## src/rtl/bs_mac_pkg.sv

```systemverilog
// bs_mac_pkg
// Shared types and helpers for the bit-serial MAC array.
//   prec_e    : precision select encoding carried on the prec bus field
//   state_e   : controller states (IDLE, RUN)
//   sat_t     : result of a saturating add (clamped sum + overflow flag)
//   prec_bits : maps a precision code to its serial length in bits
//   sat_add   : signed add that clamps to a chosen accumulator width
package bs_mac_pkg;

   // Code 2'b11 is reserved. It gets its own member so that casting the raw
   // bus field to prec_e always gives a legal enum value. It runs as 8-bit.
   typedef enum logic [1:0] {
      PREC8     = 2'b00,
      PREC4     = 2'b01,
      PREC2     = 2'b10,
      PREC_RSVD = 2'b11
   } prec_e;

   typedef enum logic {
      IDLE = 1'b0,
      RUN  = 1'b1
   } state_e;

   // Working width of the saturating adder. It must exceed the widest
   // accumulator so that the raw sum can never wrap before it is clamped.
   localparam int SAT_W = 64;

   typedef struct packed {
      logic signed [SAT_W-1:0] sum;
      logic                    ovf;
   } sat_t;

   // Serial length of one operation. The reserved code falls back to 8 bits.
   function automatic logic [3:0] prec_bits(prec_e p);
      case (p)
         PREC4:   return 4'd4;
         PREC2:   return 4'd2;
         default: return 4'd8;
      endcase
   endfunction

   // Adds two sign-extended operands. The result is clamped to the signed
   // range of a 'width'-bit register, and ovf reports whether clamping happened.
   function automatic sat_t sat_add(logic signed [SAT_W-1:0] x,
                                    logic signed [SAT_W-1:0] y,
                                    int unsigned             width);
      logic signed [SAT_W-1:0] s;
      logic signed [SAT_W-1:0] hi;
      logic signed [SAT_W-1:0] lo;
      sat_t                    r;
      s  = x + y;
      hi = (64'sd1 <<< (width - 1)) - 64'sd1;
      lo = -hi - 64'sd1;
      if (s > hi) begin
         r.sum = hi;
         r.ovf = 1'b1;
      end else if (s < lo) begin
         r.sum = lo;
         r.ovf = 1'b1;
      end else begin
         r.sum = s;
         r.ovf = 1'b0;
      end
      return r;
   endfunction

endpackage

```

## src/rtl/bs_mac_array_if.sv

```systemverilog
// bs_mac_array_if
// Bundle that connects the operand fetch side and the requant side to the
// MAC array.
//   master : drives in_valid, a, w, prec, acc_clr; observes all status/results
//   slave  : the engine; drives in_ready, busy, count, out_valid, product,
//            accum, ovf
// Lane i occupies a/w[i*DW +: DW], product[i*2*DW +: 2*DW],
// accum[i*ACCW +: ACCW] and ovf[i].
interface bs_mac_array_if #(
   parameter int LANES = 4,
   parameter int DW    = 8,
   parameter int ACCW  = 20
);
   logic                    in_valid;
   logic                    in_ready;
   logic [LANES*DW-1:0]     a;
   logic [LANES*DW-1:0]     w;
   logic [1:0]              prec;
   logic                    acc_clr;
   logic                    busy;
   logic [2:0]              count;
   logic                    out_valid;
   logic [LANES*2*DW-1:0]   product;
   logic [LANES*ACCW-1:0]   accum;
   logic [LANES-1:0]        ovf;

   modport master (
      output in_valid, a, w, prec, acc_clr,
      input  in_ready, busy, count, out_valid, product, accum, ovf
   );

   modport slave (
      input  in_valid, a, w, prec, acc_clr,
      output in_ready, busy, count, out_valid, product, accum, ovf
   );
endinterface

```

## src/rtl/bs_mac_lane.sv

```systemverilog
// bs_mac_lane
// Datapath for one MAC lane. It multiplies a sign-extended activation by a
// weight that is consumed LSB first, one bit per cycle. The finished product
// is then folded into a saturating accumulator.
//   clk, rstn      : clock, async active-low reset
//   load           : latch a_in/w_in and start a new product (accept edge)
//   step           : a serial cycle is in progress
//   last           : this serial cycle handles the weight MSB
//   bit_idx        : current weight bit index
//   p_load         : precision (8/4/2) of the operands being loaded
//   a_in, w_in     : this lane's operand fields
//   acc_clr        : synchronous clear of accum and ovf
//   product        : last completed signed product
//   accum, ovf     : saturating running sum and its sticky overflow flag
module bs_mac_lane
   import bs_mac_pkg::*;
#(
   parameter int DW   = 8,
   parameter int ACCW = 20
) (
   input  logic              clk,
   input  logic              rstn,
   input  logic              load,
   input  logic              step,
   input  logic              last,
   input  logic [2:0]        bit_idx,
   input  logic [3:0]        p_load,
   input  logic [DW-1:0]     a_in,
   input  logic [DW-1:0]     w_in,
   input  logic              acc_clr,
   output logic [2*DW-1:0]   product,
   output logic [ACCW-1:0]   accum,
   output logic              ovf
);

   localparam int PW = 2 * DW;

   logic signed [PW-1:0] a_ext_q;
   logic signed [PW-1:0] a_ext_d;
   logic signed [PW-1:0] partial_q;
   logic signed [PW-1:0] partial_d;
   logic signed [PW-1:0] term;
   logic        [DW-1:0] w_sr_q;
   logic        [DW-1:0] a_shl;
   logic signed [DW-1:0] a_nar;
   logic        [ACCW-1:0] acc_base;
   sat_t                 sres;
   int                   shamt;
   logic                 sat_unused;

   // Sign-extend the low P bits of the activation. The field is pushed to the
   // top of the DW-bit word and then shifted back arithmetically, which
   // replicates bit P-1 upward. The result is widened to the product width.
   always_comb begin
      shamt   = DW - int'(p_load);
      a_shl   = a_in << shamt;
      a_nar   = $signed(a_shl) >>> shamt;
      a_ext_d = {{DW{a_nar[DW-1]}}, a_nar};
   end

   // One shift-and-add step. The weight MSB carries negative weight in
   // two's complement, so its term is subtracted instead of added.
   // The accumulator input is zeroed by acc_clr. When a clear lands on the
   // same edge as a completed product, the result is "clear, then add".
   always_comb begin
      term      = w_sr_q[0] ? (a_ext_q <<< bit_idx) : '0;
      partial_d = last ? (partial_q - term) : (partial_q + term);
      acc_base  = acc_clr ? '0 : accum;
      sres      = sat_add({{(SAT_W-ACCW){acc_base[ACCW-1]}}, acc_base},
                          {{(SAT_W-PW){partial_d[PW-1]}}, partial_d},
                          ACCW);
   end

   // Only the low ACCW bits of the clamped sum are kept. Clamping guarantees
   // that the upper bits are plain sign copies.
   assign sat_unused = ^sres.sum[SAT_W-1:ACCW];

   // Serial state. A load always wins, so that a new operand set accepted on
   // the final cycle of the previous one restarts cleanly.
   always_ff @(posedge clk or negedge rstn) begin
      if (!rstn) begin
         a_ext_q   <= '0;
         w_sr_q    <= '0;
         partial_q <= '0;
      end else if (load) begin
         a_ext_q   <= a_ext_d;
         w_sr_q    <= w_in;
         partial_q <= '0;
      end else if (step) begin
         w_sr_q    <= w_sr_q >> 1;
         partial_q <= partial_d;
      end
   end

   // Result registers. They update only when a product completes, or when a
   // standalone clear arrives. A clear never touches the serial state above.
   always_ff @(posedge clk or negedge rstn) begin
      if (!rstn) begin
         product <= '0;
         accum   <= '0;
         ovf     <= 1'b0;
      end else if (step && last) begin
         product <= partial_d;
         accum   <= sres.sum[ACCW-1:0];
         ovf     <= (ovf & ~acc_clr) | sres.ovf;
      end else if (acc_clr) begin
         accum   <= '0;
         ovf     <= 1'b0;
      end
   end

endmodule

```

## src/rtl/bs_mac_array.sv

```systemverilog
// bs_mac_array
// Multi-lane bit-serial signed MAC engine with runtime precision 8/4/2.
// One serial controller sequences LANES identical datapath lanes.
//   clk, rstn : clock, async active-low reset
//   bus       : slave side of bs_mac_array_if (operand handshake, precision,
//               accumulator clear, busy/count status, results)
module bs_mac_array
   import bs_mac_pkg::*;
#(
   parameter int LANES = 4,
   parameter int DW    = 8,
   parameter int ACCW  = 20
) (
   input  logic           clk,
   input  logic           rstn,
   bs_mac_array_if.slave  bus
);

   state_e      state_q;
   state_e      state_d;
   logic [2:0]  count_q;
   logic [3:0]  p_q;
   logic [3:0]  p_new;
   logic        busy;
   logic        last;
   logic        in_ready;
   logic        accept;
   logic        out_valid_q;

   logic [2*DW-1:0]         prod_l [LANES];
   logic [ACCW-1:0]         acc_l  [LANES];
   logic [LANES-1:0]        ovf_l;
   logic [LANES*2*DW-1:0]   prod_flat;
   logic [LANES*ACCW-1:0]   acc_flat;

   assign p_new = prec_bits(prec_e'(bus.prec));

   // Controller outputs. The engine is ready whenever it is idle, and also on
   // the last serial cycle, so that back-to-back sets see no bubble.
   always_comb begin
      busy     = (state_q == RUN);
      last     = busy && ({1'b0, count_q} == (p_q - 4'd1));
      in_ready = !busy || last;
      accept   = bus.in_valid && in_ready;
   end

   // Next-state logic. After the last bit, the engine stays in RUN only if a
   // new set is accepted on that same cycle.
   always_comb begin
      state_d = state_q;
      case (state_q)
         IDLE:    if (accept) state_d = RUN;
         RUN:     if (last)   state_d = accept ? RUN : IDLE;
         default: state_d = IDLE;
      endcase
   end

   // State register.
   always_ff @(posedge clk or negedge rstn) begin
      if (!rstn) state_q <= IDLE;
      else       state_q <= state_d;
   end

   // Bit counter and latched precision. prec is sampled only on accept, so a
   // change mid-operation cannot alter the serial length.
   always_ff @(posedge clk or negedge rstn) begin
      if (!rstn) begin
         count_q <= '0;
         p_q     <= 4'd8;
      end else if (accept) begin
         count_q <= '0;
         p_q     <= p_new;
      end else if (busy) begin
         count_q <= last ? 3'd0 : count_q + 3'd1;
      end
   end

   // out_valid is registered from the last serial cycle. It rises together
   // with the product/accum update and lasts exactly one cycle.
   always_ff @(posedge clk or negedge rstn) begin
      if (!rstn) out_valid_q <= 1'b0;
      else       out_valid_q <= last;
   end

   for (genvar i = 0; i < LANES; i++) begin : g_lane
      bs_mac_lane #(
         .DW   (DW),
         .ACCW (ACCW)
      ) u_lane (
         .clk     (clk),
         .rstn    (rstn),
         .load    (accept),
         .step    (busy),
         .last    (last),
         .bit_idx (count_q),
         .p_load  (p_new),
         .a_in    (bus.a[i*DW +: DW]),
         .w_in    (bus.w[i*DW +: DW]),
         .acc_clr (bus.acc_clr),
         .product (prod_l[i]),
         .accum   (acc_l[i]),
         .ovf     (ovf_l[i])
      );
   end

   // Pack the per-lane results back into the flat bus fields.
   always_comb begin
      prod_flat = '0;
      acc_flat  = '0;
      for (int i = 0; i < LANES; i++) begin
         prod_flat[i*2*DW +: 2*DW] = prod_l[i];
         acc_flat[i*ACCW +: ACCW]  = acc_l[i];
      end
   end

   assign bus.in_ready  = in_ready;
   assign bus.busy      = busy;
   assign bus.count     = count_q;
   assign bus.out_valid = out_valid_q;
   assign bus.product   = prod_flat;
   assign bus.accum     = acc_flat;
   assign bus.ovf       = ovf_l;

endmodule

```

## src/flat_wrapper.sv

```systemverilog
// flat-port wrapper written by rule: the top's interface ports become plain ports
module bs_mac_array_flat import bs_mac_pkg::*;
#(
   parameter int LANES = 4,
   parameter int DW    = 8,
   parameter int ACCW  = 20
)
  (clk, rstn, bus_in_valid, bus_a, bus_w, bus_prec, bus_acc_clr, bus_in_ready, bus_busy, bus_count, bus_out_valid, bus_product, bus_accum, bus_ovf);
  bs_mac_array_if #(.LANES(LANES), .DW(DW), .ACCW(ACCW)) bus_i ();
  input  logic clk;
  input  logic rstn;
  input wire logic [$bits(bus_i.in_valid)-1:0] bus_in_valid;
  input wire logic [$bits(bus_i.a)-1:0] bus_a;
  input wire logic [$bits(bus_i.w)-1:0] bus_w;
  input wire logic [$bits(bus_i.prec)-1:0] bus_prec;
  input wire logic [$bits(bus_i.acc_clr)-1:0] bus_acc_clr;
  output wire logic [$bits(bus_i.in_ready)-1:0] bus_in_ready;
  output wire logic [$bits(bus_i.busy)-1:0] bus_busy;
  output wire logic [$bits(bus_i.count)-1:0] bus_count;
  output wire logic [$bits(bus_i.out_valid)-1:0] bus_out_valid;
  output wire logic [$bits(bus_i.product)-1:0] bus_product;
  output wire logic [$bits(bus_i.accum)-1:0] bus_accum;
  output wire logic [$bits(bus_i.ovf)-1:0] bus_ovf;
  assign bus_i.in_valid = bus_in_valid;
  assign bus_i.a = bus_a;
  assign bus_i.w = bus_w;
  assign bus_i.prec = bus_prec;
  assign bus_i.acc_clr = bus_acc_clr;
  assign bus_in_ready = bus_i.in_ready;
  assign bus_busy = bus_i.busy;
  assign bus_count = bus_i.count;
  assign bus_out_valid = bus_i.out_valid;
  assign bus_product = bus_i.product;
  assign bus_accum = bus_i.accum;
  assign bus_ovf = bus_i.ovf;
  bs_mac_array #(.LANES(LANES), .DW(DW), .ACCW(ACCW)) u_core (.clk(clk), .rstn(rstn), .bus(bus_i));
endmodule
```

## config.mk

```make
export PLATFORM = sky130hd
export DESIGN_NAME = bs_mac_array_flat
export DESIGN_NICKNAME = d
export VERILOG_FILES = /design/src/rtl/bs_mac_pkg.sv /design/src/rtl/bs_mac_array_if.sv /design/src/rtl/bs_mac_lane.sv /design/src/rtl/bs_mac_array.sv /design/src/flat_wrapper.sv
export SDC_FILE = /design/constraint.sdc
export NUM_CORES = 1
export LEC_CHECK = 0
export ABC_AREA = 1
export CAP_MARGIN = 15
export CELL_PAD_IN_SITES_DETAIL_PLACEMENT = 1
export CELL_PAD_IN_SITES_GLOBAL_PLACEMENT = 1
export CORE_MARGIN = 2
export CORE_UTILIZATION = 43
export DETAILED_ROUTE_END_ITERATION = 10
export PLACE_DENSITY_LB_ADDON = 0.1
export SYNTH_ARGS = -nofsm -noshare
export SYNTH_HDL_FRONTEND = slang
export SYNTH_HIERARCHICAL = 1
export SYNTH_SLANG_ARGS = --single-unit
```

## constraint.sdc

```tcl
create_clock -name clk -period 7.52 [get_ports clk]
set_input_delay 1.88 -clock clk [delete_from_list [all_inputs] [get_ports clk]]
set_output_delay 1.88 -clock clk [all_outputs]
set_load 0.02 [all_outputs]
```

; ---- Word level (Yosys, flattened, before mapping)
; Cells that the tools add are included.
; Widths: inputs -> output; s select.
[classes]
add_sub_neg = 15
magnitude_cmp = 8
eq_ne = 3
n_shift = 12
mux = 52
bitwise = 10
reduce_logical = 7
[ops]
columns = operator, count
row1 = $mux 16, 16
row2 = $mux 21, 8
row3 = $mux 20, 8
row4 = $shl 8x32->8, 4
row5 = $sshr 8x32->8, 4
row6 = $add 20x16->21, 4
row7 = $gt 21x20->1 const B, 4
row8 = $lt 21x20->1 const B, 4
row9 = $add 16x16->16, 4
row10 = $mux 8, 8
row11 = $sshl 16x3->16, 4
row12 = $sub 16x16->16, 4
row13 = $mux 3, 3
row14 = $pmux 4 s2, 1
row15 = $mux 1, 7
row16 = $sub 4x4->5 const A, 1
row17 = $and 1x1->1, 4
row18 = $eq 3x4->1, 1
row19 = $or 1x1->1, 4
row20 = $reduce_bool 2->1, 2
row21 = $sub 4x1->4 const B, 1
row22 = $add 3x1->3 const B, 1
row23 = $logic_and 1x1->1, 3
row24 = $eq 2x1->1 const B, 1
row25 = other kinds (5), 6
[word_totals]
ff_bits = 285
inputBits = 70
output_inout_bits = 154
wordCells = 135

; ---- Logic depth before layout (Yosys ltp)
[depth]
depth_word = 10
ltp_mapped = 42
ltp_nobuf = 41

; ---- Hierarchy
; The synthesis kept the hierarchy.
[modules_own_cells]
columns = module, n_inst, cells_each, area_per_inst_um2, seq_area_each_um2
row1 = bs_mac_lane at u_core.g_lane[1].u_lane ..., 2, 833, 5749.3, 1726.7
row2 = bs_mac_lane at u_core.g_lane[3].u_lane, 1, 878, 5848.1, 1726.7
row3 = bs_mac_lane at u_core.g_lane[0].u_lane, 1, 841, 5795.6, 1726.7
row4 = bs_mac_array, 1, 58, 470.5, 201.4

; ---- Worst setup path before layout
; OpenSTA, ideal clock, no wires.
[synth_timing]
path_type = register to register
start = reg u_core.count_q[1], in the netlist u_core/bus.count[1]
end = reg u_core.g_lane[1].u_lane.accum[10]
setup_time_ns = 0.120
t_arrival_ns = 5.556
required_ns = 7.400
slack_ns = 1.844
stages_incl_launch_ff = 35
n_path_buf = 2
period_less_slack_ns = 5.676
cell_sequence = dfrtp_1 > inv_1 > nand2_1 > nand2_1 > nor2_2 > nand2_2 > nor2_1 > clkbuf_1 > clkinv_1 > o21ai_1 > xor2_1 > inv_1 > ha_1 > nand2_1 > nor2_2 > inv_1 > nor2_1 > nand2_1 > nand2_1 > a21oi_1 > o21bai_1 > xor2_1 > inv_1 > o211ai_1 > nand2_1 > ha_1 > a21o_1 > a31o_2 > a21oi_1 > nand2_2 > nand2_1 > nand2_2 > a21oi_4 > buf_12 > a21oi_2
[synth_via]
elab_cells_between_ends = 14
classes_between = add/sub: 3 / order compare: 2 / eq/ne: 1 / shift: 1 / mux: 5 / reduce/logical: 2
[synth_lines]
columns = item, line
row1 = start: declaration, bs_mac_array.sv:21  ; logic [2:0] count_q;
row2 = start signal: assignment, bs_mac_array.sv:74  ; count_q <= last ? 3'd0 : count_q + 3'd1;
row3 = $eq 3x4->1 *, bs_mac_array.sv:42  ; last = busy && ({1'b0, count_q} == (p_q - 4'd1));
row4 = $logic_and 1x1->1 *, bs_mac_array.sv:42
row5 = named net u_core.last, bs_mac_array.sv:25  ; logic last;
row6 = $mux 16 *, bs_mac_lane.sv:67  ; partial_d = last ? (partial_q - term) : (partial_q + term);
row7 = named net u_core.g_lane[1].u_lane.partial_d[15], bs_mac_lane.sv:41  ; logic signed [PW-1:0] partial_d;
row8 = $add 20x16->21 *, bs_mac_pkg.sv:51  ; s = x + y;
row9 = $lt 21x20->1, bs_mac_pkg.sv:57  ; end else if (s < lo) begin
row10 = $mux 21, bs_mac_pkg.sv:57
row11 = $mux 21 *, bs_mac_pkg.sv:54  ; if (s > hi) begin
row12 = $mux 20 *, bs_mac_lane.sv:102  ; end else if (step && last) begin
row13 = end signal: assignment, bs_mac_lane.sv:104  ; accum <= sres.sum[ACCW-1:0];
row14 = end: declaration, bs_mac_lane.sv:32  ; output logic [ACCW-1:0] accum,
; The timed path passes the listed nets; every way through them passes the cells marked *.
; A chain may end at the register's enable or synchronous reset.

; ---- Worst setup path in the final report
[layout_timing]
start = reg u_core.count_q[0], in the netlist u_core/bus.count[0]
end = reg u_core.g_lane[1].u_lane.accum[15]
; Same word-level chain as after synthesis.

==> flow_summary.ini <==
[floorplanning]
die_h_microns = 238
pin_count = 224
num_rows = 85
core_sq_um = 54000
dieWidth_microns = 238
dieArea_sq_um = 56800
start_util_pct = 43.7

[final_layout]
final_util_pct = 51.5
drive_gt1_share_pct = 7.05
multi_input_area_sq_um = 14200
nets = 3877
register_area_sq_um = 7110
fillCellCount = 7095
syn2layout_area_growth_pct = 17.7

[yosys]
yosysSeqAreaShare_pct = 30.1
synth_top_area_cell = dfrtp_1
synth_top_area_share_pct = 30.0
synthTopCellsByCount = nand2_1, inv_1, nor2_1, dfrtp_1, o21ai_0
synth_edf_count = 0
ys_types = 58
synthArstFlopShare_pct = 100
yosys_warnings = 6
syn_avg_cell_area_sq_um = 6.86
synth-seq-cells = 284
synth_most_common_cell = nand2_1
syn_inst = 3443
synth_area_sq_um = 23600
ys.flop_type = dfrtp_1
synthTopCellsByArea = dfrtp_1, nand2_1, ha_1

[setup_path]
setup.worst_path.end_class = flip-flop
critPathTopFamily = simple AND/OR/NAND/NOR gates
setup.worst_path.class = flip-flop to flip-flop
crit_fanout = 57
slowest_stage = dfrtp_4
cp.arrival_ns = 7.18
slowest_delay_ns = 0.77
start_kind = flip-flop
cpMostUsedCell = nand2_1
crit_required_ns = 8.00
crit_buf_inv = 4

[detailed_routing]
wire_per_inst_microns = 17.2
routed.top_layer = met4
routed_wl_microns = 75000
drtPass1Iterations = 5
antenna_left = 0
drt_iter0_markers = 950
wl_met2_microns = 35400
dr_wl_met3_microns = 2250
wl_met1_microns = 35800
avgViaCountPerCell = 5.30
drc = 0
vias = 23100

[power_and_ir_drop]
power_mw = 3.71
switching_share_pct = 24.7
internal_power_mw = 2.79
power.density_nw_per_um2 = 133
power_frac_seq_pct = 41.2
comb_power_share_pct = 7.4
p_switching_mw = 0.914
p_leak_nw = 14.0
clkPwrFrac_pct = 51.4
ir_drop_uv = 117

[cts]
cts_tree = done
clk_latency_ns = 0.55
h-tree-depth = 2
cts_sinks = 284
path_clk_slew_ns = 0.06
cts_buffer_depth = 3
hold_buffers = 0
cts-buffers-inserted = 36
root_buffer = clkbuf_16

[grt]
grt_usage_pct = 26.6
grt-ovfl-total = 0
grt_pass1_wl_microns = 125000
grt_start_max_net_pins = 129
antenna_found_initial = 0
grt_pass1_vias = 24500

[sta]
maxSlewViolCount = 0
grt_setup_unrepaired = false
setup_violations = 0
finalClockSkew_ns = 0.0156
period_needed_ns = 6.70
max-slew-margin-rel_pct = 41.6
tightest_slew_ns = 0.876
max_freq_ghz = 0.149
hold_viol = 0
final.setup.tns_ns = 0
timing.final.crit_share_pct = 89.1

[outcome]
outcome = finished clean

[placement]
hpwl_microns = 57800
port_buffers = 223
gp_congestion = 0.910

[job]
maxCapViolCount = 0

[worst_hold_path]
hold_path.class = flip-flop to flip-flop
-- timing repair --
| item | in CTS | in global routing |
|---|---|---|
| resized for setup | 0 | 4 |
| buffers inserted | 0 | 3 |
| endpoints found under the setup margin | 0 | 43 |
-- cells by family (layout without fill, tap and decap cells) --
family / count (synthesis) / after routing / synth area share, %
fa+ha+maj: 160 / 160 / 8.73
buf+inv: 604 / 821 / 10.2
xor+xnor: 172 / 172 / 6.41
compound gates: 645 / 645 / 16.2
flops: 284 / 284 / 30.1
simple gates: 1565 / 1565 / 27.8
other cells: 1 / 14 / 0.0159
mux: 12 / 12 / 0.514
-- layer usage --
layer | vias to the layer above | track usage (%)
met5 | - | 0
li1 | 11500 | -
met1 | 11300 | 36.0
met3 | 93 | 2.74
met4 | 0 | 6.42
met2 | 339 | 45.7
-- area by class of cell --
| cell class | count | share of cell area [%] |
|---|---|---|
| well taps | 696 | 3.13 |
| clock buffers | 48 | 3.73 |
| inverters | 513 | 6.93 |
| diodes | 1 | 0.00900 |
| flip-flops and latches | 284 | 25.6 |
| multi-input cells | 2567 | 50.9 |
| repair buffers | 245 | 8.80 |
| clock inverters | 15 | 0.864 |
-- power groups by stage --
stage | sequential [mW] | combinational, mW | clock [mW]
after floorplan | 1.56 | 0.151 | 0
after global placement | 1.56 | 0.263 | 0
after detailed placement | 1.56 | 0.270 | 0
after CTS | 1.53 | 0.272 | 1.96
after global routing | 1.53 | 0.310 | 2.01
final | 1.53 | 0.275 | 1.90
-- sequential cells by signal, indices dropped and copies added, names as in the netlist --
signal	count
u_core/g_lane.u_lane/accum	80
u_core/g_lane.u_lane/partial_q	64
u_core/g_lane.u_lane/product	64
u_core/g_lane.u_lane/a_ext_q	32
u_core/g_lane.u_lane/w_sr_q	32
u_core/g_lane.u_lane/ovf	4
u_core/bus.count	3
u_core/p_q	3
u_core/bus.busy	1
u_core/bus.out_valid	1
-- layout by cell type, fill, tap and decap left out, types with 21 or more instances in the layout --
| master | instances |
|---|---|
| clkbuf_16 | 37 |
| dfrtp_1 | 281 |
| nand2_1 | 974 |
| nand4_1 | 21 |
| ha_1 | 152 |
| nand2_2 | 63 |
| xor2_1 | 94 |
| xnor2_1 | 77 |
| nand3_1 | 117 |
| o21ai_1 | 23 |
| o21ai_0 | 260 |
| a21oi_2 | 30 |
| clkdlybuf4s50_1 | 221 |
| o22ai_1 | 35 |
| nor2_1 | 309 |
| inv_1 | 489 |
| a22o_1 | 23 |
| a21oi_1 | 156 |
| o221ai_1 | 30 |
-- path summary, 6_finish.rpt --
kind	endpoint	cells past startpoint	slack (ns)	start
hold / removal	u_core/p_q[2]	2	0.47	u_core/p_q[2]
min in group asynchronous	u_core/g_lane[1].u_lane/accum[18]	1	1.37	rstn
max in group asynchronous	u_core/bus.count[2]	2	4.68	rstn
hold reg to reg	u_core/p_q[2]	2	0.47	u_core/p_q[2]
setup reg to reg	u_core/g_lane[1].u_lane/accum[15]	32	0.82	u_core/bus.count[0]
setup / recovery	u_core/g_lane[1].u_lane/accum[15]	32	0.82	u_core/bus.count[0]
-- worst register-to-register path: cells and delay by family (launching register included) --
| kind | cells | cell delay, ns |
|---|---|---|
| flip-flops | 1 | 0.77 |
| buffers and inverters | 4 | 0.67 |
| adder cells (fa/ha/maj) | 2 | 0.77 |
| AND/OR/NAND/NOR | 18 | 2.94 |
| AO/OA/AOI/OAI | 7 | 1.27 |
| XOR/XNOR | 1 | 0.23 |
-- metrics by stage --
step,area [sq um],worst slack [ns],instances,hold slack [ns]
after floorplan,23700,1.84,3455,0.442
after global placement,26500,0.770,4302,0.459
after detailed placement,26500,0.532,4302,0.464
after CTS,27700,0.515,4365,0.478
after global routing,27800,0.0524,4368,0.498
final,27800,0.821,4369,0.474
Note: power is estimated with default switching activity, not from simulation.
